==> src/rtl/hazard_ctrl.sv <==
// hazard_ctrl: load-use / branch stall, flush and memory-miss freeze control
// with a saturating stall counter and a sticky memory-timeout flag.
module hazard_ctrl (
  input  logic        clk_i,
  input  logic        rst_i,
  input  logic [4:0]  ID_RSaddr_i,
  input  logic [4:0]  ID_RTaddr_i,
  input  logic        ID_Branch_i,
  input  logic        ID_Jump_i,
  input  logic        Eq_i,
  input  logic [1:0]  EX_MemRead_i,
  input  logic        EX_RegWrite_i,
  input  logic [4:0]  EX_WrAddr_i,
  input  logic [1:0]  MEM_MemRead_i,
  input  logic [4:0]  MEM_WrAddr_i,
  input  logic        MEM_Req_i,
  input  logic        DMem_Ready_i,
  output logic        PCWrite_o,
  output logic        IFIDWrite_o,
  output logic        Stall_o,
  output logic        IFFlush_o,
  output logic        Freeze_o,
  output logic [15:0] StallCnt_o,
  output logic        Err_o
);

  typedef enum logic {
    RUN     = 1'b0,
    MEMWAIT = 1'b1
  } state_t;

  state_t      state_q;
  state_t      state_d;
  logic [7:0]  wcnt_q;
  logic [15:0] cnt_q;
  logic        err_q;

  logic ex_hit;
  logic mem_hit;
  logic lu;
  logic bh;
  logic miss;
  logic frz;
  logic wait_tick;

  assign ex_hit = (EX_WrAddr_i != 5'd0) &&
                  ((EX_WrAddr_i == ID_RSaddr_i) ||
                   (EX_WrAddr_i == ID_RTaddr_i));

  assign mem_hit = (MEM_WrAddr_i != 5'd0) &&
                   ((MEM_WrAddr_i == ID_RSaddr_i) ||
                    (MEM_WrAddr_i == ID_RTaddr_i));

  assign lu = (EX_MemRead_i != 2'd0) && ex_hit;

  assign bh = ID_Branch_i &&
              ((EX_RegWrite_i && ex_hit) ||
               ((MEM_MemRead_i != 2'd0) && mem_hit));

  assign miss = MEM_Req_i & ~DMem_Ready_i;

  assign wait_tick = (state_q == MEMWAIT) && !DMem_Ready_i;

  // next state and freeze condition
  always_comb begin
    state_d = state_q;
    frz     = 1'b0;
    case (state_q)
      RUN: begin
        frz = miss;
        if (miss) state_d = MEMWAIT;
      end
      MEMWAIT: begin
        frz = ~DMem_Ready_i;
        if (DMem_Ready_i) state_d = RUN;
      end
      default: state_d = RUN;
    endcase
  end

  // pipeline control, priority freeze > stall > flush, all off in reset
  always_comb begin
    PCWrite_o   = 1'b0;
    IFIDWrite_o = 1'b0;
    Stall_o     = 1'b0;
    IFFlush_o   = 1'b0;
    Freeze_o    = 1'b0;
    if (rst_i) begin
      Freeze_o = 1'b0;
    end else if (frz) begin
      Freeze_o = 1'b1;
    end else if (lu || bh) begin
      Stall_o = 1'b1;
    end else begin
      PCWrite_o   = 1'b1;
      IFIDWrite_o = 1'b1;
      IFFlush_o   = ID_Jump_i | (ID_Branch_i & Eq_i);
    end
  end

  // state register
  always_ff @(posedge clk_i) begin
    if (rst_i) state_q <= RUN;
    else       state_q <= state_d;
  end

  // memory wait counter, cleared on entry, saturates at 255
  always_ff @(posedge clk_i) begin
    if (rst_i) begin
      wcnt_q <= 8'd0;
    end else if ((state_q == RUN) && miss) begin
      wcnt_q <= 8'd0;
    end else if (wait_tick && (wcnt_q != 8'hFF)) begin
      wcnt_q <= wcnt_q + 8'd1;
    end
  end

  // sticky timeout flag, set as the wait counter reaches 255
  always_ff @(posedge clk_i) begin
    if (rst_i) begin
      err_q <= 1'b0;
    end else if (wait_tick && (wcnt_q == 8'hFE)) begin
      err_q <= 1'b1;
    end
  end

  // saturating count of stall and freeze cycles
  always_ff @(posedge clk_i) begin
    if (rst_i) begin
      cnt_q <= 16'd0;
    end else if ((Freeze_o || Stall_o) && (cnt_q != 16'hFFFF)) begin
      cnt_q <= cnt_q + 16'd1;
    end
  end

  assign StallCnt_o = cnt_q;
  assign Err_o      = err_q;

endmodule

==> config.mk <==
export PLATFORM = sky130hd
export DESIGN_NAME = hazard_ctrl
export DESIGN_NICKNAME = d
export VERILOG_FILES = /design/src/rtl/hazard_ctrl.sv
export SDC_FILE = /design/constraint.sdc
export NUM_CORES = 1
export LEC_CHECK = 0
export CORE_ASPECT_RATIO = 1.25
export CORE_MARGIN = 8
export CORE_UTILIZATION = 41
export CTS_CLUSTER_DIAMETER = 40
export DETAILED_ROUTE_END_ITERATION = 6
export PLACE_DENSITY = 0.72
export SLEW_MARGIN = 5
export SYNTH_ARGS = -nofsm -noshare
export SYNTH_HDL_FRONTEND = slang
export SYNTH_SLANG_ARGS = --single-unit
==> constraint.sdc <==
create_clock -name clk_i -period 1.75 [get_ports clk_i]
set_input_delay 0.4375 -clock clk_i [delete_from_list [all_inputs] [get_ports clk_i]]
set_output_delay 0.4375 -clock clk_i [all_outputs]
set_load 0.005 [all_outputs]
==> metrics.cfg, run 1 <==
[synthesis]
ys_top_cells_by_area = dfxtp_1 (31%), xnor2_1 (11%), a21oi_1 (5.4%)
synth_seq_cells = 26
yosysMostFrequentCell = dfxtp_1
synth_edf_count = 0
syn_area_mm2 = 0.001667
synth_top_cell_by_area = dfxtp_1
synthCells = 204
synthDistinctLibCells = 42
synth_area_per_cell_um2 = 8.170
synthTopCellsByCount = dfxtp_1 (26), xnor2_1 (21), nor2_1 (19)
async_flop_share = 0
yosys_warnings = 0
yosysSeqAreaShare = 0.3123
synth_top_cell_area_share = 0.3123
synth_ff_type = dfxtp_1
synth_fp_nets = 239

[worst_setup_path]
crit_required_ps = 1310
slowest_delay_ps = 200
critPathSlowestCell = o22ai_4
cp.arrival_ps = 1580
cp-start-kind = input port
ff2ff_path_depth = 8
path_cells = buf_6 > xnor2_2 > nand2_2 > o22ai_4 > a22oi_2 > and3_4 > nor2b_4 > buf_2
critical_path_class = input port to output pin
critPathCaptureType = output pin
worst-path-max-fanout = 2

[min_path]
whs_path_depth = 1
hold_class = register to register

[detailed_routing]
drt_iter0_drc = 211
ant_nets = 0
viasPerCell = 5.642
wire_per_inst_um = 17.66
drc = 0
via_count = 2048
wl_um = 6412
drtPass1Iterations = 4

[sta]
slew_headroom = 0.7595
rsz0062_at_grt = true
finalCriticalPeriod_ps = 2015
slew_violations = 0
finalCritPeriodShare = 1.151
worstMarginPinSlew_ps = 360.8
layout_setup_ws_ps = -264.7
timing_hold_violations_final = 0
finClkSkew_ps = 15.06
fmax_mhz = 496.3
setup_viol = 18

[status]
status = complete, but fails checks
violations = negative setup slack

[power_and_ir_drop]
power.ir.vdd_worst_uv = 288.1
p_int_uw = 1052
power_frac_seq = 0.407
leakage_uw = 0.001211
comb_power_share = 0.320
p_per_area_mw_per_mm2 = 478.6
p_sw_uw = 429.0
finalPower_uw = 1481
clkPwrFrac = 0.273
switching_share = 0.2897

[layout]
drive_gt1_frac = 0.4951
area_growth_syn_to_layout_pct = 85.66
antennaDiodeCount = 0
nets = 343
num-fill-cells = 253

[clocking]
cts_buffers = 3
cts_max_path_buffers = 2
clock_latency_ps = 280
cts_sinks = 26
cts-root-buf = clkbuf_8
clk_pin_slew_ps = 90
htreeDepth = 1
ctsHoldBuffers = 0
cts_tree = yes

[global_route]
grt_overflow = 0
antenna_found_initial = 0
grt_usage = 0.1804
grt_pass1_vias = 2016
grt_first_pass_wirelength_um = 9252
grt_max_degree = 16

[placed_design]
pre_cts_slack_ps = -1101
port_buffers = 53
gp_congestion = 0.8296
hpwl_um = 4053

[die]
die_area_mm2 = 0.006374
rows = 26
initial_core_util = 0.4165
core_area_mm2 = 0.004001
dieHeight_um = 87.28
dieWidth_um = 73.03
ioPinCount = 54

[run]
cap_violations = 0

-- logic make-up after synthesis --
kind of cell	count (synthesis)	share of synthesized area
multiplexers	1	0.006756
AO/OA/AOI/OAI	50	0.2162
XOR/XNOR	25	0.1314
buffers and inverters	14	0.04503
flip-flops	26	0.3123
adder cells (fa/ha/maj)	3	0.02252
AND/OR/NAND/NOR	85	0.2658
-- cells in the final DEF, fill, tap and decap left out, types with 11 or more instances in the layout --
cell             count
buf_6               21
dfxtp_2             11
nor2_1              17
dfxtp_1             14
buf_2               12
clkdlybuf4s50_1     17
buf_4               48
nand2_1             15
a21oi_1             11
-- flip-flops by register name, indices dropped and copies added (netlist names) --
name	cells
state_q	1
Err_o	1
wcnt_q	8
StallCnt_o	16
-- what timing repair did --
item | CTS | global route
gates cloned | 3 | 0
setup endpoints to repair | 24 | 29
pin swaps | 39 | 24
gates resized for setup | 175 | 67
buffers inserted | 9 | 0
-- cell type report --
cell class / count / area [µm²] / share of cell area
inverters: 5 / 18.77 / 0.006066
well taps: 56 / 70.07 / 0.02264
repair buffers: 108 / 945.9 / 0.3057
flip-flops and latches: 26 / 538.0 / 0.1739
multi-input cells: 164 / 1466 / 0.4739
clock buffers: 4 / 55.05 / 0.01779
-- path summary, 6_finish.rpt --
path / from / end / slack [ps]
setup / recovery: ID_RTaddr_i[0] / IFFlush_o / -260
hold / removal: Err_o$_SDFFE_PP0P_ / Err_o$_SDFFE_PP0P_ / 470
setup reg to reg: state_q$_SDFF_PP0_ / StallCnt_o[0]$_SDFFE_PP0P_ / -50
hold reg to reg: Err_o$_SDFFE_PP0P_ / Err_o$_SDFFE_PP0P_ / 470
-- power groups by stage --
| stage | sequential (µW) | combinational (µW) | clock, µW |
|---|---|---|---|
| 2_1_floorplan | 615 | 147 | 0 |
| 3_3_place_gp | 614 | 319 | 0 |
| 3_5_place_dp | 614 | 322 | 0 |
| 4_1_cts | 602 | 385 | 404 |
| 5_1_grt | 603 | 498 | 444 |
| 6_report | 602 | 474 | 404 |
-- critical path, delay by kind of cell --
family | cells | cell delay [ps]
buffers and inverters | 2 | 240
XOR/XNOR | 1 | 190
AO/OA/AOI/OAI | 2 | 310
AND/OR/NAND/NOR | 3 | 400
-- metrics by stage --
step                      hold WS, ps  instances    util  TNS (ps)  area (µm²)
after CTS                       475.5        363  0.7017     -1070        2808
after global routing            518.9        363  0.7733     -3220        3094
after detailed placement        459.6        350  0.6476    -18420        2591
after floorplan                 458.2        204       -         0        1690
after global placement          450.3        350  0.6476    -17240        2591
final                           473.5        363  0.7733     -1723        3094
-- layer usage --
metal,vias to the layer above,GRT usage,routed length [µm],share of wire
met1,964,0.1841,2307,0.36
met3,26,0.03917,392,0.061
met2,89,0.3293,3349,0.52
met4,0,0.09672,363,0.057
met5,-,0,0,0
li1,969,-,-,-
Power figures use the tool's default switching activity.
==> run 2, diff against run 1 <==
--- a/config.mk
+++ b/config.mk
@@ -10,7 +10,8 @@
 export CORE_UTILIZATION = 41
 export CTS_CLUSTER_DIAMETER = 40
 export DETAILED_ROUTE_END_ITERATION = 6
-export PLACE_DENSITY = 0.72
+export PLACE_DENSITY = 0.69
+export REMOVE_ABC_BUFFERS = 1
 export SLEW_MARGIN = 5
 export SYNTH_ARGS = -nofsm -noshare
 export SYNTH_HDL_FRONTEND = slang
==> constraint.sdc (replaced) <==
create_clock -name clk_i -period 2.5 [get_ports clk_i]
set_input_delay 0.625 -clock clk_i [delete_from_list [all_inputs] [get_ports clk_i]]
set_output_delay 0.625 -clock clk_i [all_outputs]
set_load 0.005 [all_outputs]
==> run 2 against run 1 <==
  * The run now ends clean
  * Flip-flop and latch count stayed put
  * Non-clock buffer count is 12 lower
  * First-iteration DRC count is 34% lower
  * Utilization is 12 points lower
  * Clock skew is 13 ps lower
  * Via count is 8.8% lower
  * Total power is 31% lower
==> metrics.cfg, run 2 (synthesized netlist as in run 1, its figures left out) <==
[power_and_ir_drop]
power.ir.vdd_worst_uv = 347.4  ; +21%
comb_power_share = 0.241  ; -0.079
p_int_uw = 765.1  ; -27%
switching_share = 0.2463  ; -0.04344
leakage_uw = 0.001020  ; -16%
power_frac_seq = 0.414  ; +0.007
p_sw_uw = 250.0  ; -42%
p_per_area_mw_per_mm2 = 387.2  ; -19%
finalPower_uw = 1015  ; -31%
clkPwrFrac = 0.345  ; +0.072

[worst_setup_path]
worst-path-max-fanout = 2  ; unchanged
cp-start-kind = input port
critical_path_class = input port to output pin
critPathCaptureType = output pin
cp.arrival_ps = 1810  ; +230 ps
crit_required_ps = 1880  ; +570 ps

[die]
initial_core_util = 0.4165  ; unchanged
ioPinCount = 54  ; unchanged
dieWidth_um = 73.03  ; unchanged
core_area_mm2 = 0.004001  ; unchanged
die_area_mm2 = 0.006374  ; unchanged
dieHeight_um = 87.28  ; unchanged
rows = 26  ; unchanged

[layout]
area_growth_syn_to_layout_pct = 57.28
stdcell_area_mm2 = 0.002621  ; -15%
seq_area_um2 = 520.5  ; -3.3%
antennaDiodeCount = 0  ; unchanged
nets = 331  ; -3.5%
fin_cells = 351  ; -3.3%
drive_gt1_frac = 0.3220  ; -0.1731
num-fill-cells = 357  ; +41%
multi_input_area_mm2 = 0.001177  ; -20%
largest_register_ffs = 16  ; unchanged
mostFrequentLayoutCells = buf_4 (39), dfxtp_1 (26), clkdlybuf4s50_1 (22)
final_common_cell = buf_4

[detailed_routing]
wl_um = 4848  ; -24%
via_count = 1867  ; -8.8%
drc = 0  ; unchanged
viasPerCell = 5.319  ; -5.7%
ant_nets = 0  ; unchanged
wire_per_inst_um = 13.81  ; -22%
drt_iter0_drc = 140  ; -34%
drtPass1Iterations = 4  ; unchanged

[sta]
setup_viol = 0  ; -18
finalCritPeriodShare = 0.9749
slew_violations = 0  ; unchanged
worstMarginPinSlew_ps = 1037  ; +676.5 ps
fmax_mhz = 410.3
timing_hold_violations_final = 0  ; unchanged
finalCriticalPeriod_ps = 2437
slew_headroom = 0.3061  ; -0.4534
finClkSkew_ps = 2.543  ; -12.52 ps

[global_route]
grt_overflow = 0  ; unchanged
grt_max_degree = 29  ; +13
grt_pass1_vias = 1758  ; -13%
grt_first_pass_wirelength_um = 7831  ; -15%
antenna_found_initial = 0  ; unchanged
grt_usage = 0.1511  ; -0.02931

[run]
cap_violations = 0  ; unchanged

[placed_design]
port_buffers = 53  ; unchanged
placed_area_mm2 = 0.002475  ; -4.5%
hpwl_um = 3611  ; -11%
dp_cells = 336  ; -4.0%
gp_congestion = 0.8341  ; +0.54%

[status]
status = finished, final reports clean

[clocking]
clock_latency_ps = 270  ; about the same
clk_pin_slew_ps = 90  ; about the same
cts_sinks = 26  ; unchanged
cts_buffers = 3  ; unchanged
cts-root-buf = clkbuf_8
htreeDepth = 1  ; unchanged
cts_tree = yes
cts_max_path_buffers = 2  ; unchanged
ctsHoldBuffers = 0  ; unchanged

[min_path]
hold_class = register to register

-- run 2: through the flow --
stage          TNS (ps)    util  setup WS [ps]  hold slack, ps
3_5_place_dp      -5300  0.6185         -748.9           459.2
3_3_place_gp      -4646  0.6185         -697.1           456.0
4_1_cts               0  0.6523          1.606           487.2
6_report              0  0.6551          62.82           477.8
2_1_floorplan    -70.14       -         -46.88           458.2
5_1_grt          -10.59  0.6551         -7.170           505.4
-- run 2: worst paths after layout --
| path | from | to | slack [ps] | depth (start not counted) |
|---|---|---|---|---|
| worst max-delay path | EX_WrAddr_i[2] | PCWrite_o | 60 | 9 |
| worst min register to register | Err_o$_SDFFE_PP0P_ | Err_o$_SDFFE_PP0P_ | 480 | 1 |
| worst max register to register | StallCnt_o[9]$_SDFFE_PP0P_ | StallCnt_o[1]$_SDFFE_PP0P_ | 220 | 6 |
| worst min-delay path | Err_o$_SDFFE_PP0P_ | Err_o$_SDFFE_PP0P_ | 480 | 1 |
-- run 2: per-layer routing --
| metal | global-route usage | vias up | part of all wire | wire length, µm |
|---|---|---|---|---|
| met5 | 0 | - | 0 | 0 |
| met4 | 0.04562 | 0 | 0.011 | 55 |
| met3 | 0.03917 | 4 | 0.059 | 285 |
| met2 | 0.2624 | 38 | 0.50 | 2423 |
| met1 | 0.1743 | 878 | 0.43 | 2084 |
| li1 | - | 947 | - | - |
-- run 2: area by class of cell --
class,count,share of cell area
clock buffer,3,0.01575
clock inverter,1,0.01146
inverter,5,0.007160
multi-input combinational,164,0.4492
sequential,26,0.1986
tap,56,0.02673
timing repair buffer,96,0.2912
-- run 2: power by group through the flow --
stage	logic [µW]	clock network, µW	registers (µW)
3_5_place_dp	225	0	430
2_1_floorplan	82.7	0	431
6_report	244	351	420
4_1_cts	229	362	420
5_1_grt	263	373	421
3_3_place_gp	223	0	430
-- run 2: critical path, cell delays in order --
cell	delay [ps]
buf_2	120
buf_6	120
xnor2_2	150
nand2_1	90
o22ai_2	180
a22oi_2	110
and3_4	180
buf_4	120
buf_2	120
-- run 2: timing repair --
item / 4_1_cts / 5_1_grt
buffers inserted: 8 / 3
resized for setup: 65 / 51
pin swaps: 12 / 27
endpoints found under the setup margin: 5 / 6
==> run 3, diff against run 2 <==
--- a/config.mk
+++ b/config.mk
@@ -7,10 +7,11 @@
 export LEC_CHECK = 0
 export CORE_ASPECT_RATIO = 1.25
 export CORE_MARGIN = 8
-export CORE_UTILIZATION = 41
+export CORE_UTILIZATION = 35
 export CTS_CLUSTER_DIAMETER = 40
+export CTS_CLUSTER_SIZE = 14
 export DETAILED_ROUTE_END_ITERATION = 6
-export PLACE_DENSITY = 0.69
+export PLACE_DENSITY = 0.61
 export REMOVE_ABC_BUFFERS = 1
 export SLEW_MARGIN = 5
 export SYNTH_ARGS = -nofsm -noshare
==> run 3 against run 2 <==
  * Flip-flop and latch count is the same
  * Wire length increased by 2.9%
  * Cell area up 0.19%
  * Sequential power hardly changed
  * First-iteration DRC count down 36%
  * Die area increased by 14%
  * Hold slack gained 6.6 ps
  * Critical endpoint is now IFFlush_o
  * Combinational power decreased by 3%
  * Non-clock buffer count is 3 lower
  * Global-route usage decreased by 1.7 points
  * Cell count up 0.57%
  * Clock-buffer cell count did not move
==> metrics.cfg, run 3 (synthesized netlist as in run 1, its figures left out) <==
[worst_setup_path]
setup.worst_path.start = EX_WrAddr_i[0]
endpoint = IFFlush_o
critical_path_class = input port to output pin
r2r_end = StallCnt_o[1]$_SDFFE_PP0P_
worst-path-max-fanout = 3  ; +1
cp-start-kind = input port
critPathCaptureType = output pin
cp.arrival_ps = 1830  ; +20 ps
crit_required_ps = 1880  ; about the same
r2r_start = StallCnt_o[0]$_SDFFE_PP0P_
ff2ff_path_depth = 7  ; +1
rrSetupSlack_ps = 260  ; +40 ps

[global_route]
grt.busiest_layer = met2
use_met2 = 0.2352  ; -0.02726
use_met3 = 0.04127  ; +0.002096
use_met1 = 0.1549  ; -0.01942
grt_usage = 0.1346  ; -0.01654
grt_max_degree = 30  ; +3.4%
grt_overflow = 0  ; unchanged
grt_pass1_vias = 1817  ; +3.4%
grt_first_pass_wirelength_um = 8217  ; +4.9%
antenna_found_initial = 0  ; unchanged

[die]
rows = 28  ; +7.7%
initial_core_util = 0.3577  ; -0.05883
core_area_mm2 = 0.004659  ; +16%
dieWidth_um = 77.72  ; +6.4%
ioPinCount = 54  ; unchanged
dieHeight_um = 93.15  ; +6.7%
die_area_mm2 = 0.007240  ; +14%

[sta]
slew_violations = 0  ; unchanged
fmax_mhz = 407.7  ; -0.63%
rsz0062_at_grt = true
tns_ps = 0  ; unchanged
finalCriticalPeriod_ps = 2453  ; +15.54 ps
worstMarginPinSlew_ps = 940.1  ; -97.21 ps
worst_hold_slack_ps = 484.5  ; +6.649 ps
setup_viol = 0  ; unchanged
slew_headroom = 0.3664  ; +0.06031
finalCritPeriodShare = 0.9811  ; +0.006215
finClkSkew_ps = 6.323  ; +3.780 ps
timing_hold_violations_final = 0  ; unchanged

[detailed_routing]
ant_nets = 0  ; unchanged
drtPass1Iterations = 4  ; unchanged
wire_per_inst_um = 14.13  ; +2.3%
via_count = 1871  ; +0.21%
viasPerCell = 5.300  ; -0.35%
wl_um = 4988  ; +2.9%
drt_iter0_drc = 89  ; -36%
drc = 0  ; unchanged

[layout]
num-fill-cells = 431  ; +21%
mostFrequentLayoutCells = buf_4 (37), dfxtp_1 (26), clkdlybuf4s50_1 (22)
drive_gt1_frac = 0.3003  ; -0.02169
nets = 329  ; -0.60%
antennaDiodeCount = 0  ; unchanged
area_growth_syn_to_layout_pct = 57.58
largest_register_ffs = 16  ; unchanged
final_util = 0.5636  ; -0.09146
final_common_cell = buf_4

[run]
cap_violations = 0  ; unchanged

[power_and_ir_drop]
leakage_uw = 0.0009928  ; -2.7%
clkPwrFrac = 0.351  ; +0.006
p_int_uw = 760.4  ; -0.60%
power_frac_seq = 0.415  ; about the same
comb_power_share = 0.234  ; -0.007
switching_share = 0.2497  ; +0.003412
power.ir.vdd_worst_uv = 235.9  ; -32%
p_sw_uw = 253.0  ; +1.2%
p_per_area_mw_per_mm2 = 385.9  ; -0.34%

[clocking]
clk_pin_slew_ps = 100  ; about the same
cts_buffers = 3  ; unchanged
cts-root-buf = clkbuf_8
cts_max_path_buffers = 2  ; unchanged
cts_tree = yes
clock_latency_ps = 270  ; about the same
htreeDepth = 1  ; unchanged
cts_sinks = 26  ; unchanged
ctsHoldBuffers = 0  ; unchanged

[min_path]
hold_class = register to register

[placed_design]
hpwl_um = 3662  ; +1.4%
gp_congestion = 0.8037  ; -3.6%
port_buffers = 53  ; unchanged

[status]
status = finished, final reports clean

## run 3: cell count changes in the layout (fill, tap and decap cells not counted), sizes merged
cell	previous run	this run
buf	50	45
o41ai	4	5
clkdlybuf4s15	2	7
dlygate4sd2	1	3
clkbuf	22	18
dlymetal6s2s	2	1
## run 3: timing repair
item                       CTS  global route
resized for setup           61            41
buffers inserted             9             3
setup endpoints to repair    5             7
pin swaps                   13            20
cloned                       0             1
## run 3: critical path, stage by stage
cell     delay (ps)
buf_2           120
buf_6           120
xnor2_2         120
nand2_1          90
o22ai_2         220
a22oi_2         120
and3_4          180
nor2b_4         110
buf_2           120
## run 3: how the worst min path moves through the flow
stage	from	end	cells past startpoint
final	Err_o$_SDFFE_PP0P_	Err_o$_SDFFE_PP0P_	1
after global routing	wcnt_q[7]$_SDFFE_PP0P_	wcnt_q[7]$_SDFFE_PP0P_	2
after CTS	Err_o$_SDFFE_PP0P_	Err_o$_SDFFE_PP0P_	1
after detailed placement	Err_o$_SDFFE_PP0P_	Err_o$_SDFFE_PP0P_	1
after global placement	Err_o$_SDFFE_PP0P_	Err_o$_SDFFE_PP0P_	1
after floorplan	wcnt_q[7]$_SDFFE_PP0P_	wcnt_q[7]$_SDFFE_PP0P_	2
## run 3: routing by layer
metal / vias up / share of wire
li1: 945 / -
met3: 4 / 0.056
met4: 0 / 0.0068
met5: - / 0
met1: 875 / 0.44
met2: 47 / 0.50
## run 3: final cells by class
class | count | area (µm²) | area share
Sequential cell | 26 | 520.5 | 0.1982
Inverter | 5 | 18.77 | 0.007146
Multi-Input combinational cell | 165 | 1181 | 0.4497
Clock inverter | 1 | 30.03 | 0.01143
Tap cell | 60 | 75.07 | 0.02859
Clock buffer | 3 | 41.29 | 0.01572
Timing Repair Buffer | 93 | 759.5 | 0.2892
## run 3: per-stage QoR
stage / area, µm² / std cells / setup slack (ps) / power (µW)
CTS: 2615 / 349 / 1.883 / 1013
detailed placement: 2462 / 336 / -763.9 / 650.9
global placement: 2462 / 336 / -754.9 / 650.0
finish: 2626 / 353 / 47.29 / 1013
floorplan: 1610 / 195 / -46.88 / 513.3
global route: 2626 / 353 / -41.58 / 1066
## run 3: power by group through the flow
| stage | clock [µW] | sequential, µW | combinational, µW |
|---|---|---|---|
| after floorplan | 0 | 431 | 82.7 |
| after global placement | 0 | 430 | 220 |
| after detailed placement | 0 | 430 | 221 |
| after CTS | 368 | 420 | 225 |
| after global routing | 387 | 421 | 259 |
| final | 356 | 420 | 237 |
